### src/rtl/rv_pkg.sv
// Shared RISC-V front-end definitions: data width, NOP encoding, reset PC and fetch FSM states.
package rv_pkg;
  localparam int XLEN = 32;
  localparam logic [XLEN-1:0] NOP_INSTR = 32'h0000_0013;
  localparam logic [XLEN-1:0] RESET_PC_DEFAULT = 32'h0000_0000;

  typedef enum logic {
    BOOT,
    RUN
  } ifetch_state_e;

  function automatic logic [XLEN-1:0] align_word(input logic [XLEN-1:0] addr);
    return {addr[XLEN-1:2], 2'b00};
  endfunction
endpackage

### src/rtl/ifetch_unit_if.sv
// Fetch-stage signal bundle: imem request/response, redirect from execute, instruction to decode.
interface ifetch_unit_if;
  logic                     imem_req_valid;
  logic                     imem_req_ready;
  logic [rv_pkg::XLEN-1:0]  imem_req_addr;
  logic                     imem_rsp_valid;
  logic [rv_pkg::XLEN-1:0]  imem_rsp_data;
  logic                     redirect_valid;
  logic [rv_pkg::XLEN-1:0]  redirect_pc;
  logic                     instr_valid;
  logic                     instr_ready;
  logic [rv_pkg::XLEN-1:0]  instr;
  logic [rv_pkg::XLEN-1:0]  instr_pc;

  // Fetch unit side.
  modport master (
    output imem_req_valid, imem_req_addr, instr_valid, instr, instr_pc,
    input  imem_req_ready, imem_rsp_valid, imem_rsp_data, redirect_valid, redirect_pc, instr_ready
  );

  // Memory / execute / decode side.
  modport slave (
    input  imem_req_valid, imem_req_addr, instr_valid, instr, instr_pc,
    output imem_req_ready, imem_rsp_valid, imem_rsp_data, redirect_valid, redirect_pc, instr_ready
  );
endinterface

### src/rtl/fetch_fifo.sv
// Synchronous FIFO with flush and a registered head entry; the head register holds its last value when empty.
module fetch_fifo #(
  parameter int DEPTH = 4,
  parameter int W     = 64,
  localparam int CW   = $clog2(DEPTH) + 1
) (
  input  logic          clk,
  input  logic          rst_n,
  input  logic          push_i,
  input  logic [W-1:0]  push_data_i,
  input  logic          pop_i,
  input  logic          flush_i,
  output logic [CW-1:0] count_o,
  output logic          head_valid_o,
  output logic [W-1:0]  head_data_o
);
  localparam int PW = $clog2(DEPTH);

  logic [W-1:0]  mem_q [DEPTH];
  logic [PW-1:0] wr_ptr_q, wr_ptr_d, rd_ptr_q, rd_ptr_d;
  logic [CW-1:0] count_q, count_d;
  logic          head_valid_q, head_valid_d;
  logic [W-1:0]  head_q, head_d;
  logic          do_push, do_pop;

  always_comb begin
    do_pop   = pop_i && (count_q != '0);
    do_push  = push_i && !flush_i;
    wr_ptr_d = wr_ptr_q;
    rd_ptr_d = rd_ptr_q;
    count_d  = count_q;
    head_d   = head_q;
    if (flush_i) begin
      wr_ptr_d = '0;
      rd_ptr_d = '0;
      count_d  = '0;
    end else begin
      if (do_pop)  rd_ptr_d = rd_ptr_q + PW'(1);
      if (do_push) wr_ptr_d = wr_ptr_q + PW'(1);
      count_d = count_q + CW'(do_push) - CW'(do_pop);
      // If the queue drains to nothing but the push, the pushed word becomes the head directly.
      if (count_d != '0)
        head_d = (count_q == CW'(do_pop)) ? push_data_i : mem_q[rd_ptr_d];
    end
    head_valid_d = (count_d != '0);
  end

  always_ff @(posedge clk) begin
    if (do_push) mem_q[wr_ptr_q] <= push_data_i;
  end

  always_ff @(posedge clk) begin
    if (!rst_n) begin
      wr_ptr_q     <= '0;
      rd_ptr_q     <= '0;
      count_q      <= '0;
      head_valid_q <= 1'b0;
      head_q       <= '0;
    end else begin
      wr_ptr_q     <= wr_ptr_d;
      rd_ptr_q     <= rd_ptr_d;
      count_q      <= count_d;
      head_valid_q <= head_valid_d;
      head_q       <= head_d;
    end
  end

  always_ff @(posedge clk) begin
    if (rst_n) assert (!(do_push && !do_pop && count_q == CW'(DEPTH)));
  end

  assign count_o      = count_q;
  assign head_valid_o = head_valid_q;
  assign head_data_o  = head_q;
endmodule

### src/rtl/ifetch_unit.sv
// Instruction fetch stage: credit-limited in-order imem requests, response buffering, redirect flush.
// state | meaning
// BOOT  | first cycle after reset release, no request issued
// RUN   | normal operation, requests gated only by credit and redirect
module ifetch_unit
  import rv_pkg::*;
#(
  parameter logic [XLEN-1:0] RESET_PC = RESET_PC_DEFAULT,
  parameter int              DEPTH    = 4
) (
  input  logic          clk,
  input  logic          rst_n,
  ifetch_unit_if.master bus
);
  localparam int CW = $clog2(DEPTH) + 1;
  localparam int FW = 2 * XLEN;

  ifetch_state_e   state_q, state_d;
  logic [XLEN-1:0] fetch_pc_q, fetch_pc_d;
  logic [XLEN-1:0] rsp_pc_q, rsp_pc_d;
  logic [CW-1:0]   out_cnt_q, out_cnt_d;
  logic [CW-1:0]   drop_cnt_q, drop_cnt_d;
  logic [CW-1:0]   fifo_cnt;
  logic            fifo_valid, fifo_push, fifo_flush;
  logic [FW-1:0]   fifo_head;
  logic            pop, req_valid, req_accept;
  logic [CW:0]     in_use;

  // Credit counts in-flight plus buffered words, so every response always has a FIFO slot.
  assign pop        = fifo_valid & bus.instr_ready;
  assign in_use     = {1'b0, out_cnt_q} + {1'b0, fifo_cnt} - {{CW{1'b0}}, pop};
  assign req_valid  = (state_q == RUN) && !bus.redirect_valid && (in_use < (CW+1)'(DEPTH));
  assign req_accept = req_valid & bus.imem_req_ready;

  always_ff @(posedge clk) begin
    if (!rst_n) begin
      state_q    <= BOOT;
      fetch_pc_q <= RESET_PC;
      rsp_pc_q   <= RESET_PC;
      out_cnt_q  <= '0;
      drop_cnt_q <= '0;
    end else begin
      state_q    <= state_d;
      fetch_pc_q <= fetch_pc_d;
      rsp_pc_q   <= rsp_pc_d;
      out_cnt_q  <= out_cnt_d;
      drop_cnt_q <= drop_cnt_d;
    end
  end

  always_comb begin
    state_d    = state_q;
    fetch_pc_d = fetch_pc_q;
    rsp_pc_d   = rsp_pc_q;
    drop_cnt_d = drop_cnt_q;
    fifo_push  = 1'b0;
    fifo_flush = 1'b0;
    out_cnt_d  = out_cnt_q + CW'(req_accept) - CW'(bus.imem_rsp_valid);

    case (state_q)
      BOOT:    state_d = RUN;
      RUN:     state_d = RUN;
      default: state_d = BOOT;
    endcase

    if (bus.redirect_valid) begin
      // Everything still in flight after this cycle belongs to the old path.
      fetch_pc_d = align_word(bus.redirect_pc);
      rsp_pc_d   = align_word(bus.redirect_pc);
      drop_cnt_d = out_cnt_q - CW'(bus.imem_rsp_valid);
      fifo_flush = 1'b1;
    end else begin
      if (req_accept) fetch_pc_d = fetch_pc_q + XLEN'(4);
      if (bus.imem_rsp_valid) begin
        if (drop_cnt_q != '0) begin
          drop_cnt_d = drop_cnt_q - CW'(1);
        end else begin
          fifo_push = 1'b1;
          rsp_pc_d  = rsp_pc_q + XLEN'(4);
        end
      end
    end
  end

  fetch_fifo #(
    .DEPTH (DEPTH),
    .W     (FW)
  ) u_fifo (
    .clk          (clk),
    .rst_n        (rst_n),
    .push_i       (fifo_push),
    .push_data_i  ({bus.imem_rsp_data, rsp_pc_q}),
    .pop_i        (pop),
    .flush_i      (fifo_flush),
    .count_o      (fifo_cnt),
    .head_valid_o (fifo_valid),
    .head_data_o  (fifo_head)
  );

  assign bus.imem_req_valid = req_valid;
  assign bus.imem_req_addr  = fetch_pc_q;
  assign bus.instr_valid    = fifo_valid;
  assign bus.instr          = fifo_valid ? fifo_head[FW-1:XLEN] : NOP_INSTR;
  assign bus.instr_pc       = fifo_head[XLEN-1:0];

  always_ff @(posedge clk) begin
    if (rst_n) begin
      assert (!(bus.imem_rsp_valid && out_cnt_q == '0));
      assert (out_cnt_q <= CW'(DEPTH));
      assert (drop_cnt_q <= out_cnt_q);
    end
  end
endmodule

### src/flat_wrapper.sv
// flat-port wrapper written by rule: the top's interface ports become plain ports
module ifetch_unit_flat import rv_pkg::*;
#(
  parameter logic [XLEN-1:0] RESET_PC = RESET_PC_DEFAULT,
  parameter int              DEPTH    = 4
)
  (clk, rst_n, bus_imem_req_valid, bus_imem_req_addr, bus_instr_valid, bus_instr, bus_instr_pc, bus_imem_req_ready, bus_imem_rsp_valid, bus_imem_rsp_data, bus_redirect_valid, bus_redirect_pc, bus_instr_ready);
  ifetch_unit_if bus_i ();
  input  logic clk;
  input  logic rst_n;
  output wire logic [$bits(bus_i.imem_req_valid)-1:0] bus_imem_req_valid;
  output wire logic [$bits(bus_i.imem_req_addr)-1:0] bus_imem_req_addr;
  output wire logic [$bits(bus_i.instr_valid)-1:0] bus_instr_valid;
  output wire logic [$bits(bus_i.instr)-1:0] bus_instr;
  output wire logic [$bits(bus_i.instr_pc)-1:0] bus_instr_pc;
  input wire logic [$bits(bus_i.imem_req_ready)-1:0] bus_imem_req_ready;
  input wire logic [$bits(bus_i.imem_rsp_valid)-1:0] bus_imem_rsp_valid;
  input wire logic [$bits(bus_i.imem_rsp_data)-1:0] bus_imem_rsp_data;
  input wire logic [$bits(bus_i.redirect_valid)-1:0] bus_redirect_valid;
  input wire logic [$bits(bus_i.redirect_pc)-1:0] bus_redirect_pc;
  input wire logic [$bits(bus_i.instr_ready)-1:0] bus_instr_ready;
  assign bus_imem_req_valid = bus_i.imem_req_valid;
  assign bus_imem_req_addr = bus_i.imem_req_addr;
  assign bus_instr_valid = bus_i.instr_valid;
  assign bus_instr = bus_i.instr;
  assign bus_instr_pc = bus_i.instr_pc;
  assign bus_i.imem_req_ready = bus_imem_req_ready;
  assign bus_i.imem_rsp_valid = bus_imem_rsp_valid;
  assign bus_i.imem_rsp_data = bus_imem_rsp_data;
  assign bus_i.redirect_valid = bus_redirect_valid;
  assign bus_i.redirect_pc = bus_redirect_pc;
  assign bus_i.instr_ready = bus_instr_ready;
  ifetch_unit #(.RESET_PC(RESET_PC), .DEPTH(DEPTH)) u_core (.clk(clk), .rst_n(rst_n), .bus(bus_i));
endmodule
### config.mk
export PLATFORM = sky130hd
export DESIGN_NAME = ifetch_unit_flat
export DESIGN_NICKNAME = d
export VERILOG_FILES = /design/src/rtl/rv_pkg.sv /design/src/rtl/ifetch_unit_if.sv /design/src/rtl/fetch_fifo.sv /design/src/rtl/ifetch_unit.sv /design/src/flat_wrapper.sv
export SDC_FILE = /design/constraint.sdc
export NUM_CORES = 1
export LEC_CHECK = 0
export CAP_MARGIN = 20
export CORE_ASPECT_RATIO = 0.6
export CORE_MARGIN = 4
export CORE_UTILIZATION = 40
export DETAILED_ROUTE_END_ITERATION = 12
export PLACE_DENSITY = 0.59
export SYNTH_ARGS = -nofsm -noshare
export SYNTH_HDL_FRONTEND = slang
export SYNTH_SLANG_ARGS = --single-unit
### constraint.sdc
create_clock -name clk -period 4.5 [get_ports clk]
set_input_delay 1.125 -clock clk [delete_from_list [all_inputs] [get_ports clk]]
set_output_delay 1.125 -clock clk [all_outputs]
set_load 0.02 [all_outputs]
==> results of run 1 <==
==> per-stage QoR <==
stage | total power, mW | TNS (ps) | std cells
floorplan | 4.64 | 0 | 1507
global route | 8.44 | 0 | 2184
global placement | 5.03 | -8660 | 2115
detailed placement | 5.05 | -10500 | 2115
finish | 8.09 | 0 | 2184
CTS | 8.18 | 0 | 2184
==> worst max-delay path: stages <==
cell and delay (ps):
clkdlybuf4s50_1 500, nand3b_1 160, nor2_1 170, inv_1 60, ha_1 280, inv_1 50
ha_1 120, inv_1 40, fa_1 370, xnor2_1 140, xnor2_1 150, and3b_1 190
or2_2 360, buf_12 190, a2111oi_0 570, buf_4 200, nor2_1 40
==> power groups by stage <==
| stage | registers [mW] | logic, mW | clock network, mW |
|---|---|---|---|
| global placement | 4.13 | 0.899 | 0 |
| finish | 4.07 | 0.916 | 3.11 |
| floorplan | 4.12 | 0.517 | 0 |
| global route | 4.09 | 1.01 | 3.34 |
| CTS | 4.06 | 0.919 | 3.19 |
| detailed placement | 4.14 | 0.914 | 0 |
==> cell type report <==
cell class	instances	area, um^2
Multi-Input combinational cell	966	5410
Clock inverter	20	175
Inverter	28	105
Tap cell	522	653
Sequential cell	385	10200
Clock buffer	49	1020
Fill cell	3553	19900
Timing Repair Buffer	214	2130
==> flip-flops by register name (all words and copies together) (netlist names) <==
signal,flops
u_core.bus.imem_req_addr,30
u_core.drop_cnt_q,3
u_core.out_cnt_q,3
u_core.rsp_pc_q,30
u_core.state_q,1
u_core.u_fifo.count_o,3
u_core.u_fifo.head_data_o,62
u_core.u_fifo.head_valid_o,1
u_core.u_fifo.mem_q,248
u_core.u_fifo.rd_ptr_q,2
u_core.u_fifo.wr_ptr_q,2
==> cells in the final DEF (no fill, tap or decap), types with 43 or more instances in the layout <==
| cell type | instances |
|---|---|
| nand2_1 | 280 |
| o21ai_0 | 92 |
| a2111oi_0 | 61 |
| dfxtp_1 | 137 |
| edfxtp_1 | 248 |
| a21oi_1 | 173 |
| buf_4 | 43 |
| nor2_1 | 92 |
| clkdlybuf4s50_1 | 159 |
==> logic make-up after synthesis <==
logic type      Yosys count  synth area share
compound gates          372             0.139
other cells               1          0.000230
mux                       5           0.00346
flops                   385             0.626
simple gates            507             0.138
xor+xnor                 58            0.0317
fa+ha+maj                20            0.0163
buf+inv                 156            0.0453
==> worst min-delay path by stage <==
stage | end | slack [ps] | depth (start not counted)
3_3_place_gp | u_core.u_fifo.head_data_o[32] | 490 | 2
5_1_grt | u_core.u_fifo.head_data_o[51] | 540 | 2
3_5_place_dp | u_core.u_fifo.head_data_o[50] | 490 | 2
2_1_floorplan | u_core.u_fifo.head_data_o[32] | 470 | 2
6_report | u_core.u_fifo.head_data_o[52] | 510 | 2
4_1_cts | u_core.u_fifo.head_data_o[50] | 510 | 2
==> timing repair <==
action / 4_1_cts / 5_1_grt
endpoints found under the setup margin: 1 / 2
resized for setup: 1 / 2
buffers inserted: 0 / 0
==> layer usage <==
layer	GRT usage	up-vias
met5	0	-
met4	0.0366	0
met2	0.307	264
li1	-	5610
met1	0.276	5728
met3	0.0307	43
==> Yosys cell counts, types with 10 or more instances <==
cell type / number
nand2_1: 280
edfxtp_1: 248
a21oi_1: 173
dfxtp_1: 137
nor2_1: 93
o21ai_0: 92
clkbuf_1: 68
a2111oi_0: 62
and2_1: 43
xnor2_1: 40
buf_4: 35
inv_1: 26
nand3_1: 19
ha_1: 18
nand4_1: 18
buf_2: 17
xor2_1: 17
a31oi_1: 11
and3_1: 10
==> flow_summary.yaml, run 1 <==
outcome:
  status: "completed"
critical_path:
  endpoint: "u_core.u_fifo.head_data_o[27]"
  critPathLaunch: "bus_imem_rsp_valid"
  endpoint_kind: "flip-flop"
  r2r_start: "u_core.drop_cnt_q[0]"
  r2r_end: "u_core.u_fifo.head_data_o[27]"
  crit_required_ps: 4920
  ff2ff_path_depth: 18
  cp.arrival_ps: 4770
  path_class: "primary input to flip-flop"
  cp-start-kind: "primary input"
  crit_fanout: 22
  rrSetupSlack_ps: 640
floorplanning:
  dieArea_um2: 44100
  fp.dieW_um: 268
  rows: 56
  ioPinCount: 168
  initial_core_util: 0.411
  die_y_um: 164
  coreArea_um2: 39600
clock_tree:
  cts_buffer_depth: 3
  htree_levels: 2
  root_buffer: "clkbuf_16"
  clock_latency_ps: 530
  cts.reportedPaths.clkPinSlew_ps: 60
  tritoncts: "yes"
  cts.sinks: 385
  cts_hold_buf: 0
  cts_buffers: 38
job:
  drv_cap: 0
pwr:
  power_leakage_nw: 6.84
  power_frac_seq: 0.503
  powerDensity_nw_per_um2: 411
  power.share.combinational: 0.113
  intPower_mw: 6.10
  switchingPower_mw: 1.99
  netSwitchingFraction: 0.246
  ir_drop_v: 0.000228
  p_clk_frac: 0.384
yosys:
  synthDistinctLibCells: 57
  synth-edff-count: 248
  yosys.area.top_type_share: 0.457
  yosysWarnings: 0
  yosysSeqAreaShare: 0.626
  yosys_most_used_dff: "edfxtp_1"
  yosysTopAreaCell: "edfxtp_1"
  ys_async_sr_fraction: 0
  synthTopCellsByArea: "edfxtp_1 46%, dfxtp_1 17%, nand2_1 6.5%"
  yosys_register_bits: 385
  synthesis.instances: 1504
  avgSynthCellArea_um2: 10.8
  syn-cell-area_um2: 16300
placement:
  dp_hpwl_um: 24800
  placed_area_um2: 18500
  gp_congestion: 0.879
  dp_slack_ps: -404
  numPortBuffers: 161
timing:
  fin_skew_ps: 25.2
  setup_viol: 0
  maxSlewViolCount: 0
  max_freq_mhz: 230
  setup_ws_ps: 155
  rsz0062_at_grt: "false"
  hold_ws_ps: 505
  min_period_ps: 4350
  fin_crit_sh: 0.966
  max-slew-margin-rel: 0.381
  worst_slew_pin_slew_ps: 921
  hold_violations: 0
detailed_routing:
  wl_met2_um: 19600
  met3_length_um: 2050
  avgViaCountPerCell: 5.33
  wl_um: 42300
  vias: 11600
  detail-route-antenna-nets: 0
  drc: 0
  first_iter_violations: 887
  met1_length_um: 20200
  wire_per_inst_um: 19.4
  routed.top_layer: "met4"
  first_pass_iters: 5
finish:
  final_util: 0.497
  fin_nets: 1723
  syn_to_final_growth_pct: 20.9
  final_cell_area_um2: 19700
  n_antenna_cell: 0
  drive_gt1_frac: 0.0782
min_path:
  min-delay-start: "u_core.u_fifo.head_data_o[52]"
  holdCritPathClass: "flip-flop to flip-flop"
global_route:
  grt_pass1_vias: 11700
  track_usage: 0.191
  grt_pass1_wl_um: 66400
  grt_max_degree: 125
  grt_overflow: 0
  antenna_found_initial: 0
No activity file was read; power rests on OpenSTA's default activity.
==> run 2, diff against run 1 <==
- TNS_END_PERCENT: not set -> 100
==> results of run 2 <==
Final layout, timing and power as in run 1 (identical DEF).
